## config.mk

```make
export PLATFORM = sky130hd
export DESIGN_NAME = demux1to32_reg_n
export DESIGN_NICKNAME = d
export VERILOG_FILES = /design/src/rtl/demux1to32_reg_n.sv
export SDC_FILE = /design/constraint.sdc
export NUM_CORES = 1
export LEC_CHECK = 0
export ABC_AREA = 0
export BUFFER_PORTS_ARGS = -buffer_cell sky130_fd_sc_hd__buf_2
export CAP_MARGIN = 20
export CELL_PAD_IN_SITES_DETAIL_PLACEMENT = 1
export CELL_PAD_IN_SITES_GLOBAL_PLACEMENT = 2
export CORE_MARGIN = 10
export CORE_UTILIZATION = 32
export DETAILED_ROUTE_END_ITERATION = 10
export HOLD_SLACK_MARGIN = 0.15
export PLACE_DENSITY_LB_ADDON = 0.3
export SLEW_MARGIN = 20
export SYNTH_ARGS = -nofsm -noshare
export SYNTH_HDL_FRONTEND = slang
export SYNTH_SLANG_ARGS = --single-unit
```

## constraint.sdc

```tcl
create_clock -name clk_i -period 2 [get_ports clk_i]
set_clock_uncertainty 0.2 [all_clocks]
set_input_delay 0.4 -clock clk_i [delete_from_list [all_inputs] [get_ports clk_i]]
set_output_delay 0.4 -clock clk_i [all_outputs]
set_load 0.05 [all_outputs]
```

## src/rtl/demux1to32_reg_n.sv

```systemverilog
// 32-entry, n-bit register bank written through a two-stage pipelined
// 1-to-32 demultiplexer. Stage 1 decodes the group and captures the request;
// stage 2 decodes the entry within the group and commits the write.
module demux1to32_reg_n #(
   parameter int n       = 4,
   parameter bit ZERO_E0 = 1'b1
) (
   input  logic         clk_i,
   input  logic         rst_ni,
   input  logic         wr_en_i,
   input  logic [4:0]   wr_addr_i,
   input  logic [n-1:0] wr_data_i,
   output logic [n-1:0] data_o [0:31],
   output logic         busy_o,
   output logic         wr_done_o
);

   logic         vld_p1;
   logic [3:0]   grp_oh_p1;
   logic [2:0]   sel_p1;
   logic [n-1:0] data_p1;
   logic         zero_p1;
   logic [31:0]  we_p1;

   // 2-bit to one-hot group decode
   function automatic logic [3:0] grp_decode(input logic [1:0] grp);
      grp_decode = 4'b0001 << grp;
   endfunction

   // Stage 1: capture request, decode group; group one-hot is cleared when idle
   always_ff @(posedge clk_i or negedge rst_ni) begin
      if (!rst_ni) begin
         vld_p1    <= 1'b0;
         grp_oh_p1 <= 4'b0000;
         sel_p1    <= 3'd0;
         data_p1   <= '0;
         zero_p1   <= 1'b0;
      end else begin
         vld_p1    <= wr_en_i;
         grp_oh_p1 <= wr_en_i ? grp_decode(wr_addr_i[4:3]) : 4'b0000;
         sel_p1    <= wr_addr_i[2:0];
         data_p1   <= wr_data_i;
         zero_p1   <= (wr_addr_i == 5'd0) && ZERO_E0;
      end
   end

   // Stage 2 decode: per-entry write enable, fully determined by stage-1 state
   always_comb begin
      we_p1 = 32'd0;
      for (int g = 0; g < 4; g++) begin
         for (int e = 0; e < 8; e++) begin
            we_p1[g*8+e] = vld_p1 && grp_oh_p1[g] && (sel_p1 == 3'(e)) && !zero_p1;
         end
      end
   end

   // Stage 2: commit the write into the selected entry
   always_ff @(posedge clk_i or negedge rst_ni) begin
      if (!rst_ni) begin
         for (int i = 0; i < 32; i++) begin
            data_o[i] <= '0;
         end
      end else begin
         for (int i = 0; i < 32; i++) begin
            if (we_p1[i]) begin
               data_o[i] <= data_p1;
            end
         end
      end
   end

   // Stage 2: completion pulse, including discarded entry-0 writes
   always_ff @(posedge clk_i or negedge rst_ni) begin
      if (!rst_ni) begin
         wr_done_o <= 1'b0;
      end else begin
         wr_done_o <= vld_p1;
      end
   end

   assign busy_o = vld_p1;

endmodule

```

# Yosys cells after proc, flatten, opt, wreduce, memory -nomap -nowiden
# Cells that the tools add are included.
[totals]
output_inout_bits = 130
ff_bits = 142
input_bits = 12
wordCells = 118
[op_classes]
shift = 1
mux = 1
eq_ne = 7
n_reduce_logical = 71
[ops]
columns = ["operator", "n"]
rows = [
  ["$logic_and A1 B1 Y1", 68],
  ["$eq A3 B3 Y1 const B", 4],
  ["$eq A3 B2 Y1 const B", 2],
  ["$logic_not A5 Y1", 1],
  ["$mux W4", 1],
  ["$shl A1 B2 Y4 const A", 1],
  ["$eq A3 B1 Y1 const B", 1],
  ["$logic_not A3 Y1", 1],
  ["$logic_not A1 Y1", 1],
]

# Logic depth before layout (Yosys ltp)
# Gate-level depths: netlist of run 1.
[logic_depth]
ltp_word = 3
mapped_depth = 4
mapped_depth_nobuf = 3

# Least setup slack after synthesis of run 1
# OpenSTA, ideal clock, no wires.
[synth_timing]
path_type = "register to register"
startpoint = "reg vld_p1 (netlist: busy_o)"
endpoint = "reg data_o[104] in the netlist's numbering"
required_ns = 1.675
setup_time_ns = 0.125
n_path_buf = 1
arrival_time_ns = 2.051
period_less_slack_ns = 2.375
setup_slack_ns = -0.375
path_stages_with_launch = 5
cell_sequence = "dfrtp_1 > clkbuf_2 > or4bb_2 > nor2_1 > mux2_2"
[synth_between]
elab_chain_len = 3
[synth_rtl]
columns = ["item", "line", "rtl"]
rows = [
  ["start: declaration", "18", "logic vld_p1;"],
  ["start signal: assignment", "39", "vld_p1 <= wr_en_i;"],
  ["$logic_and A1 B1 Y1 (3 in a row)", "52", "we_p1[g*8+e] = vld_p1 && grp_oh_p1[g] && (sel_p1 == 3'(e)) && !zero_p1;"],
  ["end signal: indexed assignment", "66", "data_o[i] <= data_p1;"],
  ["end: declaration", "13", "output logic [n-1:0] data_o [0:31],"],
]
# No other way between the ends.
# A chain may end at the register's enable or synchronous reset.

# Final worst setup path of run 1
[layout_timing]
startpoint = "reg zero_p1"
endpoint = "reg data_o[62] in the netlist's numbering"
[layout_between]
elab_chain_len = 2
[layout_rtl]
columns = ["item", "line", "rtl"]
rows = [
  ["start: declaration", "22", "logic zero_p1;"],
  ["start signal: assignment", "43", "zero_p1 <= (wr_addr_i == 5'd0) && ZERO_E0;"],
  ["$logic_not A1 Y1", "52", ""],
  ["$logic_and A1 B1 Y1", "52", ""],
]
# No other way between the ends.

==> results of run 1 <==
worst max-delay path, delay by kind of cell, from the launching register on:
family | cells | cell delay (ns)
AND/OR/NAND/NOR | 2 | 0.95
multiplexers | 1 | 0.29
flip-flops | 1 | 0.44
cells in the mapped netlist:
cell type,instances
nand3b_1,2
or4b_2,1
nor3_1,2
and3_1,1
or4bb_2,2
buf_4,1
or3b_4,1
nor2b_1,5
mux2_2,128
nor2_1,18
nor3b_1,2
and4bb_2,2
nand2_1,14
or4b_1,1
and3b_1,1
dfrtp_1,142
clkbuf_1,12
nand4b_1,1
clkbuf_2,2
nand3_1,1
or4_1,1
or4b_4,1
nor4b_1,1
routing by layer:
| layer | vias up | track usage |
|---|---|---|
| li1 | 1577 | - |
| met1 | 1780 | 0.167 |
| met2 | 104 | 0.215 |
| met3 | 17 | 0.0595 |
| met4 | 0 | 0.0452 |
| met5 | - | 0 |
per-stage QoR:
stage / utilization / setup TNS (ns) / setup WS [ns] / hold slack (ns) / area (um2)
floorplan: - / -0.573 / -0.0700 / -0.0956 / 5490
CTS: 0.446 / -0.0342 / -0.0166 / 0.229 / 7370
finish: 0.449 / 0 / 0.00270 / 0.236 / 7410
detailed placement: 0.402 / -0.162 / -0.0364 / 0.0931 / 6640
global route: 0.449 / -0.0950 / -0.0317 / 0.259 / 7410
global placement: 0.402 / 0 / 0.0306 / 0.0927 / 6640
how the worst max path moves through the flow:
| stage | from | to | cells after the start |
|---|---|---|---|
| after floorplan | busy_o$_DFF_PN0_ | data_o[104]$_DFFE_PN0P_ | 4 |
| after global placement | zero_p1$_DFF_PN0_ | data_o[5]$_DFFE_PN0P_ | 3 |
| after detailed placement | sel_p1[1]$_DFF_PN0_ | data_o[7]$_DFFE_PN0P_ | 3 |
| after CTS | zero_p1$_DFF_PN0_ | data_o[62]$_DFFE_PN0P_ | 3 |
| after global routing | zero_p1$_DFF_PN0_ | data_o[62]$_DFFE_PN0P_ | 3 |
| final | zero_p1$_DFF_PN0_ | data_o[62]$_DFFE_PN0P_ | 3 |
flip-flops by register name (all words and copies together) (netlist names):
| name | cells |
|---|---|
| sel_p1 | 3 |
| wr_done_o | 1 |
| zero_p1 | 1 |
| data_o | 128 |
| data_p1 | 4 |
| grp_oh_p1 | 4 |
| busy_o | 1 |
cell families after synthesis:
group	Yosys count	share of synthesized area
flops	142	0.659
mux	128	0.267
buf+inv	15	0.0116
simple gates	57	0.0615
power groups by stage:
| stage | logic (mW) | registers [mW] | clock network (mW) |
|---|---|---|---|
| floorplan | 0.371 | 4.64 | 0 |
| global placement | 2.15 | 3.47 | 0 |
| detailed placement | 2.18 | 3.48 | 0 |
| CTS | 2.21 | 3.43 | 3.33 |
| global route | 2.28 | 3.48 | 3.47 |
| finish | 2.17 | 3.43 | 3.24 |
layout make-up:
type,instances,share of cell area
repair buffers,179,0.144
well taps,220,0.0371
multi-input cells,185,0.257
clock inverters,10,0.0184
flip-flops and latches,142,0.480
clock buffers,22,0.0640
repair_timing:
item                                    in CTS  in global routing
hold buffers                                11                  0
endpoints found under the hold margin      155                  0
endpoints found under the setup margin      20                 35
gates resized for setup                      4                 10
pin swaps                                    1                  2
setup buffers                                0                  1
==> metrics, run 1 <==
Clock Power Share 0.367; slowest cell on the critical path or4b_4; FF/Latch Area about 0.0036 mm2; Sw Ratio 0.340; slowest stage delay, CP 0.53 ns; R2R setup slack 0.003 ns; R2R depth 3; kind of critical path flip-flop to flip-flop; share of post-route cells with drive strength above 1 0.651; max cap viols 0; number of placed cells counting well taps 714; first-pass GRT wire length 23500 um; post-route ant nets 0; GRT overflow 0; # port buffers 141; Fin. Hold Viols 0; number of global-route vias before repair 4040; largest net degree at the start of global routing 53; Hold Crit Class input pin to async pin; Sink Count 142; worst path cell trace or3b_4 -> or4b_4 -> mux2_2; routability cong. 0.757; Crit. End Element flip-flop; Chip Width 150 um; max frequency 501 MHz; final WL 15100 um; Clock Root Buffer clkbuf_16; worst r2r dst data_o[62]$_DFFE_PN0P_; Flop pwr share 0.388; status finished, final reports clean; Cell Area, Synth about 0.0054 mm2; share of power burned in combinational logic 0.246; via count 3478; commonest cells after routing, fill and taps aside buf_2, dfrtp_1, mux2_2; Pwr per Cell Area 1190 mW/mm2; Die Y 150 um; Final Max Slew Viols 0; top routing layer used met4; final total power just under 9 mW; Worst EP required 2.10 ns; register area share after synthesis 0.659; Synth area leaders dfrtp_1, mux2_2, nor2_1, nand2_1, clkbuf_1; Initial Util 0.326; leakage 3.84 nW; #FFs+latches synth around 140; DRT Pass-1 Iters 4; most common cell after layout, fill and taps aside buf_2; Core Rows 47; P_int 5.84 mW; wire length on met1 6610 um; core area 0.0165 mm2; cells after synthesis 342; Critical Path AT 2.10 ns; origin of the critical flop-to-flop path zero_p1$_DFF_PN0_; DRC 0; H-tree Lvls 4; period utilisation layout 0.999; largest area contributor in the netlist dfrtp_1; Max FO, Critical Path 7; DR WL met3 1310 um; post-DR vias/cell 4.59; Total GRT Usage 0.137; Worst Tran Pin Value between 0.7 and 0.8 ns; die area 0.0224 mm2; CTS max path bufs 2; multi-input logic area about 0.0019 mm2; initial antenna violation count 0; RSZ-0062 raised after global routing true; post-synthesis cell type count 23; Yosys top cell area share 0.659; CTS buffer count 17; clock latency on the worst-skew pair 0.42 ns; TritonCTS clock tree yes; NetSw around 3.0 mW; Max-slew headroom 0.509; Synth Area per Inst 15.8 um2; post-synth net total 354; clock-pin slew on the worst setup and hold paths 0.06 ns; ANT cells 0; final net count 537; final setup violation count 0; Final Critical Period 2.00 ns; maximum vdd drop between 0.6 and 0.7 mV; met2 wire len 6990 um; Layout Cells excl Fill 758; Ys Warns 0; starting DRC count in detailed routing 131; WL per Instance 19.9 um; io pins 142; Fillers 1717; crit path launch type flip-flop; area delta synth->final 37.6%; HPWL Detailed 11000 um
Note: power is estimated with default switching activity, not from simulation.
==> run 2: changes to the inputs <==
==> constraint.sdc (replaced) <==
create_clock -name clk_i -period 2 [get_ports clk_i]
set_clock_uncertainty 0.2 [all_clocks]
set_input_delay 0.4 -clock clk_i [delete_from_list [all_inputs] [get_ports clk_i]]
set_output_delay 0.4 -clock clk_i [all_outputs]
set_load 0.005 [all_outputs]
==> run 2 against run 1 <==
Against the previous run:
- the run now ends with setup timing left
- sequential share of layout area shrank 0.55 points
- combinational power shrank 54%
- routed wire length increased by 1.1%
- first-iteration DRC count is 47% lower
- worst hold slack lost 0.0016 ns
- clock-buffer cell count grew 1
==> metrics, run 2 (same netlist as run 1, synthesis figures left out) <==
die area 0.0224 mm2 (unchanged); # port buffers 141 (unchanged); via count 3613 (+3.9%); max cap viols 0 (unchanged); largest net degree at the start of global routing 51 (-3.8%); Fillers 1709 (-0.47%); post-route cell area 0.00749 mm2 (+1.1%); clock-pin slew on the worst setup and hold paths 0.06 ns (about the same); core area 0.0165 mm2 (unchanged); final total power 7.47 mW (-16%); status finished, violations left; Flop pwr share 0.458 (+0.070); ANT cells 0 (unchanged); TritonCTS clock tree yes; area delta synth->final 39.0%; Pwr per Cell Area 997 mW/mm2 (-16%); setup ws final -0.0794 ns (-0.0821 ns); leakage 3.91 nW (+1.8%); RSZ-0062 raised after global routing true; Chip Width 150 um (unchanged); io pins 142 (unchanged); post-route ant nets 0 (unchanged); failing checks setup timing; Hold Crit Class input pin to async pin; Largest Register data_o; Final Critical Period 2.08 ns (+0.0821 ns); most common cell after layout, fill and taps aside dfrtp_1; Fin. Hold Viols 0 (unchanged); Total GRT Usage 0.141 (+0.00384); starting DRC count in detailed routing 70 (-47%); Top Registers data_o (128), data_p1 (4), grp_oh_p1 (4); DRT Pass-1 Iters 4 (unchanged); Worst EP required 2.11 ns (about the same); DRC 0 (unchanged); number of global-route vias before repair 4178 (+3.4%); clock latency on the worst-skew pair 0.43 ns (about the same); CTS buffer count 17 (unchanged); H-tree Lvls 4 (unchanged); Critical Path AT 2.19 ns (+0.09 ns); initial antenna violation count 0 (unchanged); Initial Util 0.326 (unchanged); P_int 5.69 mW (-2.5%); crit path launch type flip-flop; Clock Power Share 0.409 (+0.042); maximum vdd drop 0.609 mV (-0.20%); period utilisation layout 1.04 (+0.0411); final setup violation count 21 (+21); Cell Area, Placed 0.00668 mm2 (+0.62%); NetSw 1.78 mW (-41%); first-pass GRT wire length 24000 um (+2.1%); Die Y 150 um (unchanged); HPWL Detailed 11000 um (about the same); CTS max path bufs 2 (unchanged); commonest cells after routing, fill and taps aside dfrtp_1, buf_2, mux2_2; multi-input logic area 0.00190 mm2 (-0.13%); number of placed cells counting well taps 730 (+2.2%); routability cong. 0.730 (-3.5%); share of power burned in combinational logic 0.133 (-0.113); setup slack at placement -0.0574 ns (-0.0210 ns); Max-slew headroom 0.734 (+0.226); share of post-route cells with drive strength above 1 0.647 (-0.00382); GRT overflow 0 (unchanged); Sw Ratio 0.238 (-0.102); Worst Tran Pin Value 0.398 ns (-0.338 ns); final WL 15300 um (+1.1%); WL per Instance 19.8 um (-0.73%); FF/Latch Area 0.00355 mm2 (-0.11%); Clock Root Buffer clkbuf_16; Crit. End Element flip-flop; Sink Count 142 (unchanged); Core Rows 47 (unchanged); Final Max Slew Viols 0 (unchanged); max frequency 481 MHz (-3.9%); Largest register FFs 128 (unchanged); final net count 553 (+3.0%); Layout Cells excl Fill 772 (+1.8%); post-DR vias/cell 4.68 (+2.0%); kind of critical path flip-flop to flip-flop; Max FO, Critical Path 5 (-2)
==> run 2: cell types whose count changed in the layout (fill, tap and decap cells not counted), moves of 2 or more <==
| cell | before | now |
|---|---|---|
| nor2_1 | 5 | 11 |
| nor2_2 | 4 | 0 |
| dfrtp_2 | 3 | 0 |
| buf_6 | 2 | 8 |
| clkinv_4 | 3 | 0 |
| mux2_2 | 119 | 114 |
| nor2_4 | 9 | 7 |
| dfrtp_1 | 139 | 142 |
| buf_4 | 23 | 34 |
| mux2_4 | 9 | 14 |
==> run 2: power by group through the flow <==
| stage | Sequential, mW | Clock, mW | Combinational, mW |
|---|---|---|---|
| 2_1_floorplan | 3.47 | 0 | 0.353 |
| 3_3_place_gp | 3.46 | 0 | 0.948 |
| 6_report | 3.42 | 3.06 | 0.991 |
| 3_5_place_dp | 3.47 | 0 | 0.983 |
| 5_1_grt | 3.47 | 3.27 | 1.10 |
| 4_1_cts | 3.43 | 3.15 | 1.02 |
==> run 2: per-layer routing <==
layer / wire (um) / track usage / up-vias
li1: - / - / 1615
met1: 6210 / 0.157 / 1892
met2: 7850 / 0.242 / 84
met3: 899 / 0.0471 / 22
met4: 301 / 0.0622 / 0
met5: 0 / 0 / -
==> run 2: layout make-up <==
| class | instances | share of cell area |
|---|---|---|
| multi-input combinational | 185 | 0.254 |
| clock buffer | 23 | 0.0638 |
| tap | 220 | 0.0367 |
| sequential | 142 | 0.474 |
| clock inverter | 7 | 0.0117 |
| timing repair buffer | 195 | 0.160 |
==> run 2: final timing paths <==
kind	startpoint	endpoint	slack, ns	depth (start not counted)
worst min register to register	data_o[115]$_DFFE_PN0P_	data_o[115]$_DFFE_PN0P_	0.30	1
max in group asynchronous	rst_ni	data_o[88]$_DFFE_PN0P_	0.76	3
min in group clk_i	data_o[115]$_DFFE_PN0P_	data_o[115]$_DFFE_PN0P_	0.30	1
worst max-delay path	zero_p1$_DFF_PN0_	data_o[62]$_DFFE_PN0P_	-0.08	4
worst min-delay path	rst_ni	data_p1[0]$_DFF_PN0_	0.23	2
worst max register to register	zero_p1$_DFF_PN0_	data_o[62]$_DFFE_PN0P_	-0.08	4
==> run 2: repair_timing <==
item | in CTS | in global routing
pin swaps | 5 | 4
hold buffers | 11 | 0
resized for setup | 13 | 21
endpoints found under the hold margin | 155 | 0
buffers inserted | 1 | 0
setup endpoints to repair | 54 | 88
==> run 2: worst max-delay path, stage by stage (launching register included) <==
cell	delay, ns
dfrtp_1	0.39
buf_6	0.13
or3b_4	0.40
or4b_4	0.54
mux2_4	0.31
==> run 2: metrics by stage <==
stage,utilization,TNS (ns),hold WS [ns]
after floorplan,-,-0.821,-0.0956
after global placement,0.404,-0.718,0.119
after detailed placement,0.404,-1.32,0.124
after CTS,0.449,-1.51,0.237
after global routing,0.453,-3.04,0.279
final,0.453,-0.816,0.235
